### config.mk
export PLATFORM = sky130hd
export DESIGN_NAME = u_butterfly_pipelined
export DESIGN_NICKNAME = d
export VERILOG_FILES = /design/src/rtl/u_butterfly_pipelined_pkg.sv /design/src/rtl/u_butterfly_pipelined_bfly_mult.sv /design/src/rtl/u_butterfly_pipelined.sv
export SDC_FILE = /design/constraint.sdc
export NUM_CORES = 1
export LEC_CHECK = 0
export ABC_AREA = 1
export CELL_PAD_IN_SITES_DETAIL_PLACEMENT = 0
export CELL_PAD_IN_SITES_GLOBAL_PLACEMENT = 2
export CORE_MARGIN = 4
export CORE_UTILIZATION = 25
export DETAILED_ROUTE_END_ITERATION = 8
export PLACE_DENSITY = 0.69
export RECOVER_POWER = 25
export SYNTH_ARGS = -nofsm -noshare
export SYNTH_HDL_FRONTEND = slang
export SYNTH_SLANG_ARGS = --single-unit
### constraint.sdc
create_clock -name clk -period 6.3 [get_ports clk]
set_input_delay 1.26 -clock clk [delete_from_list [all_inputs] [get_ports clk]]
set_output_delay 1.26 -clock clk [all_outputs]
set_load 0.01 [all_outputs]
### src/rtl/u_butterfly_pipelined_pkg.sv
// Shared definitions for the pipelined radix-2 butterfly: default width,
// mode encodings and the signed sample type.
package u_butterfly_pipelined_pkg;

  localparam int DATA_W_DEF = 8;

  localparam logic MODE_DIT = 1'b0;
  localparam logic MODE_DIF = 1'b1;

  typedef logic signed [DATA_W_DEF-1:0] sample_t;

endpackage

### src/rtl/u_butterfly_pipelined_bfly_mult.sv
// Signed multiplier for the butterfly: DATA_W-bit twiddle times a
// (DATA_W+1)-bit operand. It is purely combinational and is used in stage 2.
module bfly_mult
  import u_butterfly_pipelined_pkg::*;
#(
  parameter int DATA_W = DATA_W_DEF
) (
  input  logic signed [DATA_W-1:0]   w,
  input  logic signed [DATA_W:0]     x,
  output logic signed [2*DATA_W-1:0] p
);

  localparam int PW = 2 * DATA_W;

  // The exact product always fits in 2*DATA_W bits, so a multiply done
  // modulo 2^PW on sign-extended operands gives the exact result.
  assign p = PW'(w) * PW'(x);

endmodule

### src/rtl/u_butterfly_pipelined.sv
// Two-stage pipelined radix-2 butterfly, with DIT/DIF form chosen per sample.
// Stage 1 registers the operands and one shared multiplier serves both forms.
module u_butterfly_pipelined
  import u_butterfly_pipelined_pkg::*;
#(
  parameter  int DATA_W = DATA_W_DEF,
  localparam int OUT_W  = 2 * DATA_W
) (
  input  logic                     clk,
  input  logic                     rst,
  input  logic signed [DATA_W-1:0] a,
  input  logic signed [DATA_W-1:0] b,
  input  logic signed [DATA_W-1:0] w,
  input  logic                     s,
  output logic signed [OUT_W-1:0]  outa,
  output logic signed [OUT_W-1:0]  outb
);

  logic signed [DATA_W:0]   a_ext, b_ext, sum, diff, opnd;
  logic                     s_r;
  logic signed [DATA_W:0]   a_r, sum_r, opnd_r;
  logic signed [DATA_W-1:0] w_r;
  logic signed [OUT_W-1:0]  p, a_w, outa_next, outb_next;

  assign a_ext = {a[DATA_W-1], a};
  assign b_ext = {b[DATA_W-1], b};
  assign sum   = a_ext + b_ext;
  assign diff  = a_ext - b_ext;
  assign opnd  = (s == MODE_DIF) ? diff : b_ext;

  always_ff @(posedge clk or negedge rst) begin
    if (!rst) begin
      s_r    <= MODE_DIT;
      a_r    <= '0;
      sum_r  <= '0;
      opnd_r <= '0;
      w_r    <= '0;
    end else begin
      s_r    <= s;
      a_r    <= a_ext;
      sum_r  <= sum;
      opnd_r <= opnd;
      w_r    <= w;
    end
  end

  bfly_mult #(.DATA_W(DATA_W)) u_mult (
    .w (w_r),
    .x (opnd_r),
    .p (p)
  );

  assign a_w = OUT_W'(a_r);

  always_comb begin
    outa_next = a_w + p;
    outb_next = a_w - p;
    if (s_r == MODE_DIF) begin
      outa_next = OUT_W'(sum_r);
      outb_next = p;
    end
  end

  always_ff @(posedge clk or negedge rst) begin
    if (!rst) begin
      outa <= '0;
      outb <= '0;
    end else begin
      outa <= outa_next;
      outb <= outb_next;
    end
  end

endmodule

==> flow_metrics.env, run 1 <==
export IMPL_status="complete, but fails checks"
export IMPL_violations="max-capacitance violations, max-slew violations"
export IMPL_hold_buffers=0
export IMPL_wirelength_um=18700
export IMPL_yosys_area_top_type_share=0.239
export IMPL_syn_inst=920
export IMPL_fp_coreArea_mm2=0.0277
export IMPL_cp_startpoint="w_r[7]"
export IMPL_synth_cell_area_mm2=0.00701
export IMPL_timing_rr_start="w_r[7]"
export IMPL_synth_cell_types=37
export IMPL_holdCritPathClass="reg2reg"
export IMPL_dp_hpwl_um=15500
export IMPL_antenna_found_initial=0
export IMPL_yosys_warnings=0
export IMPL_routed_via_density=4.14
export IMPL_worstPathRequired_ns=6.52
export IMPL_maxSlewViolCount=50
export IMPL_die_x_um=176
export IMPL_antenna_cells=0
export IMPL_skew_ns=0.0194
export IMPL_die_height_um=176
export IMPL_fin_nets=1134
export IMPL_fmax_ghz=0.172
export IMPL_dr_pass1_iters=4
export IMPL_startpoint_type="flip-flop"
export IMPL_area_growth_pct=18.1
export IMPL_maxCapViolations=1
export IMPL_grt_usage=0.129
export IMPL_worst_setup_path_end_kind="flip-flop"
export IMPL_synth_top_area_cell="dfrtp_1"
export IMPL_grt_setup_unrepaired="no"
export IMPL_fin_hold_ws_ns=0.444
export IMPL_port_buffers=58
export IMPL_clkLatencyLatePin_ns=0.35
export IMPL_ioPinCount=59
export IMPL_worstPathArrival_ns=6.02
export IMPL_fin_crit_sh=0.921
export IMPL_die_area_mm2=0.0308
export IMPL_relSlewSlack=-0.759
export IMPL_layout_drive_gt1_share=0.0410
export IMPL_synth_area_leaders="dfrtp_1 (24%), fa_1 (18%), ha_1 (13%)"
export IMPL_slowest_delay_ns=0.50
export IMPL_tightest_slew_ns=2.64
export IMPL_drt_iter0_markers=180
export IMPL_synth_seq_cells=67
export IMPL_cts_root_buf="clkbuf_16"
export IMPL_grt_pass1_wl_um=31400
export IMPL_final_hold_viol_count=0
export IMPL_num_vias=5603
export IMPL_syn_num_nets=1084
export IMPL_syn_area_per_cell_um2=7.62
export IMPL_drc=0
export IMPL_grt_max_degree=50
export IMPL_critical_path_max_fanout=9
export IMPL_hold_start="sum_r[4]"
export IMPL_cpMaxStageDelayCell="fa_1"
export IMPL_htree_levels=3
export IMPL_period_minus_slack_ns=5.80
export IMPL_final_antenna_net_count=0
export IMPL_cts_buffers_inserted=9
export IMPL_crit_buf_inv=6
export IMPL_setup_viol_count_final=0
export IMPL_fp_row_count=61
export IMPL_drt_wirelength_per_cell_um=13.8
export IMPL_cts_tree="built"
export IMPL_cpLargestDelayFamily="adder cells"
export IMPL_cts_max_path_buffers=2
export IMPL_finalSetupTns_ns=0
export IMPL_ys_seq_area_frac=0.239
export IMPL_cts_sinks=67
export IMPL_overflow=0
export IMPL_path_class="reg2reg"
export IMPL_clkTransAtPathRegs_ns=0.07
export IMPL_initial_utilization=0.253
export IMPL_place_gp_congestion=0.783
export IMPL_grt_pass1_vias=6101
area by class of cell:
type,count,area (µm²)
Inverter,219,826
Tap cell,378,473
Fill cell,3029,19400
Clock inverter,6,70.1
Clock buffer,10,239
Multi-Input combinational cell,608,4380
Sequential cell,67,1680
Timing Repair Buffer,65,619
what timing repair did:
action,CTS,global route
gates resized for setup,0,3
setup buffers,0,2
endpoints found under the setup margin,0,3
Yosys cell counts:
library cell and number:
o21a_1 1, a21oi_2 1, nand3_1 46, ha_1 75, o21ai_2 1, a31o_2 1
xor2_1 20, nor3_1 6, nor2_1 41, buf_6 4, nand4_1 3, or2_0 1
nand2_4 1, buf_2 3, dfrtp_1 67, a21oi_1 45, nand3_2 2, o211ai_1 1
a31oi_1 5, buf_4 1, nor4_1 1, o21ai_0 49, o22ai_1 7, nand2_1 216
clkinv_1 3, fa_1 62, or2_1 2, o21ai_1 3, buf_1 1, inv_1 215
clkbuf_1 17, nand3b_1 1, o31ai_1 2, inv_2 1, or2_2 6, o21bai_1 6
nand2_2 3
stage by stage:
| stage | cell area [µm²] | utilization | instances | worst slack [ns] |
|---|---|---|---|---|
| after floorplan | 7010 | - | 920 | 1.08 |
| after global placement | 7970 | 0.288 | 1335 | 0.381 |
| after detailed placement | 7970 | 0.288 | 1335 | 0.392 |
| after CTS | 8280 | 0.299 | 1351 | 0.326 |
| after global routing | 8290 | 0.299 | 1353 | 0.00000178 |
| final | 8290 | 0.299 | 1353 | 0.499 |
worst reg2reg max path, stage by stage (launching register included):
cell and delay (ns):
dfrtp_1 0.39, clkinvlp_4 0.20, or2_2 0.33, fa_1 0.45, fa_1 0.50, inv_1 0.05, fa_1 0.50, inv_1 0.06
fa_1 0.48, inv_1 0.04, ha_1 0.34, nand2_1 0.09, nand2_1 0.06, nand2_1 0.06, nand2_1 0.07, a21oi_1 0.15
xor2_1 0.29, inv_1 0.08, ha_1 0.41, inv_1 0.18, o21ai_0 0.12, a31oi_1 0.15, nand3_1 0.18, a21oi_1 0.25
nand3_1 0.10, nand3_1 0.08, nand2_1 0.05
registers in the layout, summed over array words and instances, names as in the netlist:
register,cells
opnd_r,9
w_r,8
sum_r,9
s_r,1
a_r,8
outb,16
outa,16
placed cells by master, fill, tap and decap left out, types with 9 or more instances in the layout:
| cell type | netlist | layout |
|---|---|---|
| a21oi_1 | 45 | 45 |
| ha_1 | 75 | 74 |
| fa_1 | 62 | 62 |
| clkbuf_16 | 0 | 9 |
| nor2_1 | 41 | 41 |
| nand2_1 | 216 | 216 |
| o21ai_0 | 49 | 49 |
| xor2_1 | 20 | 20 |
| clkdlybuf4s50_1 | 0 | 40 |
| dfrtp_1 | 67 | 67 |
| dlygate4sd3_1 | 0 | 17 |
| inv_1 | 215 | 214 |
| nand3_1 | 46 | 46 |
path summary, 6_finish.rpt:
| kind | end | slack (ns) | depth (start not counted) |
|---|---|---|---|
| setup / recovery | outa[15] | 0.50 | 26 |
| hold / removal | outa[4] | 0.44 | 2 |
| setup reg to reg | outa[15] | 0.50 | 26 |
| hold reg to reg | outa[4] | 0.44 | 2 |
| max in group asynchronous | opnd_r[6] | 2.00 | 2 |
| min in group asynchronous | w_r[7] | 1.20 | 1 |
logic make-up (layout without fill, tap and decap cells):
kind of cell    Yosys count  in the layout  share of synthesized area
compound gates          122            122                     0.0944
xor+xnor                 20             20                     0.0250
fa+ha+maj               137            137                      0.311
flops                    67             67                      0.239
buf+inv                 245            300                      0.136
simple gates            329            329                      0.194
layer usage:
metal / GRT usage / routed length (µm) / vias up
li1: - / - / 2894
met1: 0.162 / 8630 / 2640
met2: 0.235 / 9450 / 55
met3: 0.0159 / 363 / 14
met4: 0.0309 / 214 / 0
met5: 0 / 0 / -
Power of run 1 is not shown: default switching activity piles up to over one toggle a cycle in this logic, so the estimate is an artifact.
==> run 2, diff against run 1 <==
--- a/config.mk
+++ b/config.mk
@@ -8,6 +8,7 @@
 export ABC_AREA = 1
 export CELL_PAD_IN_SITES_DETAIL_PLACEMENT = 0
 export CELL_PAD_IN_SITES_GLOBAL_PLACEMENT = 2
+export CORE_ASPECT_RATIO = 0.6
 export CORE_MARGIN = 4
 export CORE_UTILIZATION = 25
 export DETAILED_ROUTE_END_ITERATION = 8
@@ -16,3 +17,4 @@
 export SYNTH_ARGS = -nofsm -noshare
 export SYNTH_HDL_FRONTEND = slang
 export SYNTH_SLANG_ARGS = --single-unit
+export TNS_END_PERCENT = 30
==> run 2 against run 1 <==
  * The flow still finishes with violations (max-capacitance violations, max-slew violations)
  * Core utilization hardly changed
  * Clock skew is 0.010 ns lower
  * Worst hold slack better by 0.0019 ns
  * Via count fell by 1.3%
  * Non-clock buffer count decreased by 5
  * Clock-buffer cell count grew 1
  * Sequential share of layout area rose by 0.10 points
  * Highest routed layer unchanged
==> flow_metrics.env, run 2 (same netlist as run 1, synthesis figures left out) <==
export IMPL_status="complete, but fails checks"
export IMPL_violations="max-capacitance violations, max-slew violations"
export IMPL_timing_rr_start="w_r[7]"
export IMPL_period_minus_slack_ns=5.88
export IMPL_routed_via_density=4.14
export IMPL_cts_buffers_inserted=9
export IMPL_htree_levels=3
export IMPL_grt_pass1_vias=5558
export IMPL_grt_max_degree=68
export IMPL_fin_nets=1129
export IMPL_area_growth_pct=17.5
export IMPL_reg_top3="outa: 16 flops, outb: 16 flops"
export IMPL_dr_pass1_iters=4
export IMPL_busiest_layer="met1"
export IMPL_hold_start="sum_r[0]"
export IMPL_startpoint_type="flip-flop"
export IMPL_drc=0
export IMPL_dp_hpwl_um=16200
export IMPL_post_route_util=0.299
export IMPL_setup_viol_count_final=0
export IMPL_grt_util_met2=0.170
export IMPL_maxCapViolations=1
export IMPL_place_inst=1321
export IMPL_holdCritPathClass="reg2reg"
export IMPL_cts_max_path_buffers=2
export IMPL_grt_usage=0.134
export IMPL_clkTransAtPathRegs_ns=0.06
export IMPL_die_x_um=224
export IMPL_finalSetupTns_ns=0
export IMPL_grt_pass1_wl_um=31800
export IMPL_worstPathArrival_ns=6.11
export IMPL_final_hold_viol_count=0
export IMPL_tightest_slew_ns=3.87
export IMPL_clkLatencyLatePin_ns=0.36
export IMPL_port_buffers=58
export IMPL_cts_tree="built"
export IMPL_num_vias=5531
export IMPL_relSlewSlack=-1.58
export IMPL_critical_path_max_fanout=9
export IMPL_fin_crit_sh=0.934
export IMPL_fmax_ghz=0.170
export IMPL_cts_setup_buffers=0
export IMPL_cts_sinks=67
export IMPL_place_gp_congestion=0.804
export IMPL_use_met1=0.221
export IMPL_crit_buf_inv=7
export IMPL_cts_root_buf="clkbuf_16"
export IMPL_cpMaxStageDelayCell="fa_1"
export IMPL_fp_row_count=47
export IMPL_cts_repair_resized=0
export IMPL_fp_coreArea_mm2=0.0276
export IMPL_wirelength_um=19400
export IMPL_use_met3=0.0324
export IMPL_final_antenna_net_count=0
export IMPL_grt_setup_unrepaired="no"
export IMPL_hold_buffers=0
export IMPL_path_class="reg2reg"
export IMPL_cp_startpoint="w_r[7]"
export IMPL_final_cell_mix="nand2_1 (216), inv_1 (215), ha_1 (75), dfrtp_1 (67), fa_1 (62)"
export IMPL_layout_commonest_cell="nand2_1"
export IMPL_die_height_um=138
export IMPL_antenna_cells=0
export IMPL_skew_ns=0.00893
export IMPL_ioPinCount=59
export IMPL_worstPathRequired_ns=6.53
export IMPL_cpLargestDelayFamily="adder cells"
export IMPL_stdcell_count=1337
export IMPL_initial_utilization=0.254
export IMPL_slowest_delay_ns=0.53
export IMPL_maxSlewViolCount=68
export IMPL_die_area_mm2=0.0309
export IMPL_drt_iter0_markers=319
export IMPL_drt_wirelength_per_cell_um=14.5
export IMPL_antenna_found_initial=0
export IMPL_worst_setup_path_end_kind="flip-flop"
export IMPL_overflow=0
export IMPL_layout_drive_gt1_share=0.0361
run 2: worst register-to-register path, stage by stage, from the launching register on:
cell and delay, ns:
dfrtp_1 0.35, clkinv_1 0.18, buf_4 0.21, fa_1 0.50
fa_1 0.53, inv_1 0.07, fa_1 0.53, inv_1 0.05
fa_1 0.47, inv_1 0.04, ha_1 0.34, nand2_1 0.09
nand2_1 0.07, nand2_1 0.06, nand2_1 0.07, a21oi_1 0.23
xor2_2 0.24, inv_1 0.07, ha_1 0.40, inv_1 0.18
o21ai_0 0.13, a31oi_1 0.16, nand3_1 0.22, a21oi_1 0.28
nand3_1 0.11, nand3_1 0.10, nand2_1 0.07
run 2: cell type report:
| type | instances | area, µm² |
|---|---|---|
| clock buffer | 11 | 243 |
| clock inverter | 5 | 61.3 |
| fill | 3013 | 19300 |
| inverter | 219 | 822 |
| multi-input combinational | 608 | 4390 |
| sequential | 67 | 1680 |
| tap | 367 | 459 |
| timing repair buffer | 60 | 589 |
run 2: metal layers:
metal / share of wire / vias to the layer above / wire length (µm)
li1: - / 2884 / -
met1: 0.59 / 2549 / 11500
met2: 0.36 / 87 / 6930
met3: 0.041 / 11 / 797
met4: 0.0074 / 0 / 143
met5: 0 / - / 0
run 2: per-stage QoR:
stage | setup WS, ns | instance area, µm² | hold slack, ns
floorplan | 1.08 | 7010 | 0.425
global placement | 0.373 | 7930 | 0.441
detailed placement | 0.347 | 7930 | 0.441
CTS | 0.311 | 8240 | 0.449
global route | 0.0127 | 8240 | 0.475
finish | 0.418 | 8240 | 0.446
run 2: final timing paths:
check                            to  slack (ns)  depth (start not counted)
min reg2reg                 outa[0]        0.45                          2
max in group asynchronous    w_r[6]        1.88                          1
max reg2reg                outa[15]        0.42                         26
max                        outa[15]        0.42                         26
min                         outa[0]        0.45                          2
min in group asynchronous    a_r[7]        2.24                          1
Power of run 2 is left out for the same reason.
==> run 3, diff against run 2 <==
--- a/config.mk
+++ b/config.mk
@@ -6,6 +6,8 @@
 export NUM_CORES = 1
 export LEC_CHECK = 0
 export ABC_AREA = 1
+export ABC_CLOCK_PERIOD_IN_PS = 6300
+export CAP_MARGIN = 20
 export CELL_PAD_IN_SITES_DETAIL_PLACEMENT = 0
 export CELL_PAD_IN_SITES_GLOBAL_PLACEMENT = 2
 export CORE_ASPECT_RATIO = 0.6
@@ -14,6 +16,7 @@
 export DETAILED_ROUTE_END_ITERATION = 8
 export PLACE_DENSITY = 0.69
 export RECOVER_POWER = 25
+export SETUP_SLACK_MARGIN = 0.15
 export SYNTH_ARGS = -nofsm -noshare
 export SYNTH_HDL_FRONTEND = slang
 export SYNTH_SLANG_ARGS = --single-unit
==> run 3 against run 2 <==
  * The flow still finishes with violations (max-capacitance violations, max-slew violations)
  * Maximum frequency up 1.8%
  * Global-route usage unchanged
  * First-iteration DRC count down 6.6%
  * Worst hold slack about the same
  * Sequential cell count unchanged
  * Highest routed layer unchanged
  * Final cell count unchanged
  * Via count down 0.14%
  * Cell area up 0.14%
  * Clock skew up 0.00058 ns
  * Non-clock buffer count unchanged
  * Routed wire length down 0.11%
==> flow_metrics.env, run 3 (same netlist as run 1, synthesis figures left out) <==
export IMPL_status="complete, but fails checks"
export IMPL_violations="max-capacitance violations, max-slew violations"
export IMPL_setup_ws_ns=0.522
export IMPL_worstPathRequired_ns=6.53
export IMPL_skew_ns=0.00951
export IMPL_fmax_ghz=0.173
export IMPL_grt_usage=0.134
export IMPL_fp_coreArea_mm2=0.0276
export IMPL_overflow=0
export IMPL_clkTransAtPathRegs_ns=0.06
export IMPL_reg_top3="outa: 16 flops, outb: 16 flops"
export IMPL_area_growth_pct=17.7
export IMPL_dr_pass1_iters=5
export IMPL_setup_viol_count_final=0
export IMPL_cts_repair_resized=0
export IMPL_fp_row_count=47
export IMPL_maxCapViolations=1
export IMPL_grt_max_degree=68
export IMPL_hold_buffers=0
export IMPL_drc=0
export IMPL_cpMaxStageDelayCell="fa_1"
export IMPL_worst_setup_path_end_kind="flip-flop"
export IMPL_dr_max_layer_used="met4"
export IMPL_cts_root_buf="clkbuf_16"
export IMPL_layout_commonest_cell="nand2_1"
export IMPL_maxSlewViolCount=68
export IMPL_startpoint_type="flip-flop"
export IMPL_fin_crit_sh=0.917
export IMPL_layout_drive_gt1_share=0.0392
export IMPL_cts_sinks=67
export IMPL_tightest_slew_ns=3.86
export IMPL_place_gp_congestion=0.804
export IMPL_path_class="reg2reg"
export IMPL_grt_pass1_wl_um=31800
export IMPL_cts_max_path_buffers=2
export IMPL_drt_iter0_markers=298
export IMPL_ioPinCount=59
export IMPL_port_buffers=58
export IMPL_num_vias=5523
export IMPL_dp_slack_ns=0.347
export IMPL_die_height_um=138
export IMPL_slowest_delay_ns=0.53
export IMPL_rr_worst_depth=26
export IMPL_placed_area_mm2=0.00793
export IMPL_final_area_mm2=0.00826
export IMPL_final_antenna_net_count=0
export IMPL_final_hold_viol_count=0
export IMPL_cts_tree="built"
export IMPL_dp_hpwl_um=16200
export IMPL_critical_path_max_fanout=9
export IMPL_htree_levels=3
export IMPL_grt_setup_unrepaired="yes"
export IMPL_worstPathArrival_ns=6.01
export IMPL_period_minus_slack_ns=5.78
export IMPL_min_path_cells=2
export IMPL_fin_nets=1129
export IMPL_nFillCells=3011
export IMPL_antenna_found_initial=0
export IMPL_wl_met3_um=972
export IMPL_met2_length_um=6900
export IMPL_wirelength_um=19300
export IMPL_antenna_cells=0
export IMPL_holdCritPathClass="reg2reg"
export IMPL_die_x_um=224
export IMPL_finalSetupTns_ns=0
export IMPL_relSlewSlack=-1.58
export IMPL_post_route_util=0.299
export IMPL_clkLatencyLatePin_ns=0.36
export IMPL_routed_via_density=4.13
export IMPL_die_area_mm2=0.0309
export IMPL_grt_pass1_vias=5558
export IMPL_m1WireLength_um=11300
export IMPL_cts_buffers_inserted=9
export IMPL_initial_utilization=0.254
export IMPL_cts_setup_buffers=0
export IMPL_drt_wirelength_per_cell_um=14.5
export IMPL_final_cell_mix="nand2_1 (216), inv_1 (215), ha_1 (74), dfrtp_1 (67), fa_1 (62)"
## run 3: metrics by stage
stage / hold WS [ns] / cells
after floorplan: 0.425 / 920
after global placement: 0.441 / 1321
after detailed placement: 0.441 / 1321
after CTS: 0.449 / 1337
after global routing: 0.475 / 1337
final: 0.446 / 1337
## run 3: worst paths after layout
path	startpoint	end	slack, ns
worst min-delay path	sum_r[0]	outa[0]	0.45
worst max-delay path	w_r[7]	outa[15]	0.52
worst max register to register	w_r[7]	outa[15]	0.52
max in group asynchronous	rst	w_r[6]	1.88
min in group asynchronous	rst	a_r[7]	2.24
worst min register to register	sum_r[0]	outa[0]	0.45
## run 3: per-layer routing
metal / GRT usage / vias to the layer above
met5: 0 / -
met4: 0.0241 / 0
met3: 0.0324 / 10
met2: 0.170 / 85
met1: 0.221 / 2542
li1: - / 2886
## run 3: area by class of cell
cell class	instances	area, µm²	area share
Sequential cell	67	1680	0.203
Tap cell	367	459	0.0556
Multi-Input combinational cell	608	4400	0.533
Clock inverter	5	61.3	0.00743
Timing Repair Buffer	60	589	0.0714
Inverter	219	822	0.0996
Clock buffer	11	243	0.0294
## run 3: worst max-delay path, delay by kind of cell, from the launching register on
kind | cells | cell delay (ns)
buf+inv | 7 | 0.79
flops | 1 | 0.35
compound gates | 4 | 0.75
xor+xnor | 1 | 0.24
simple gates | 8 | 0.73
fa+ha+maj | 6 | 2.77
Power of run 3 is left out for the same reason.
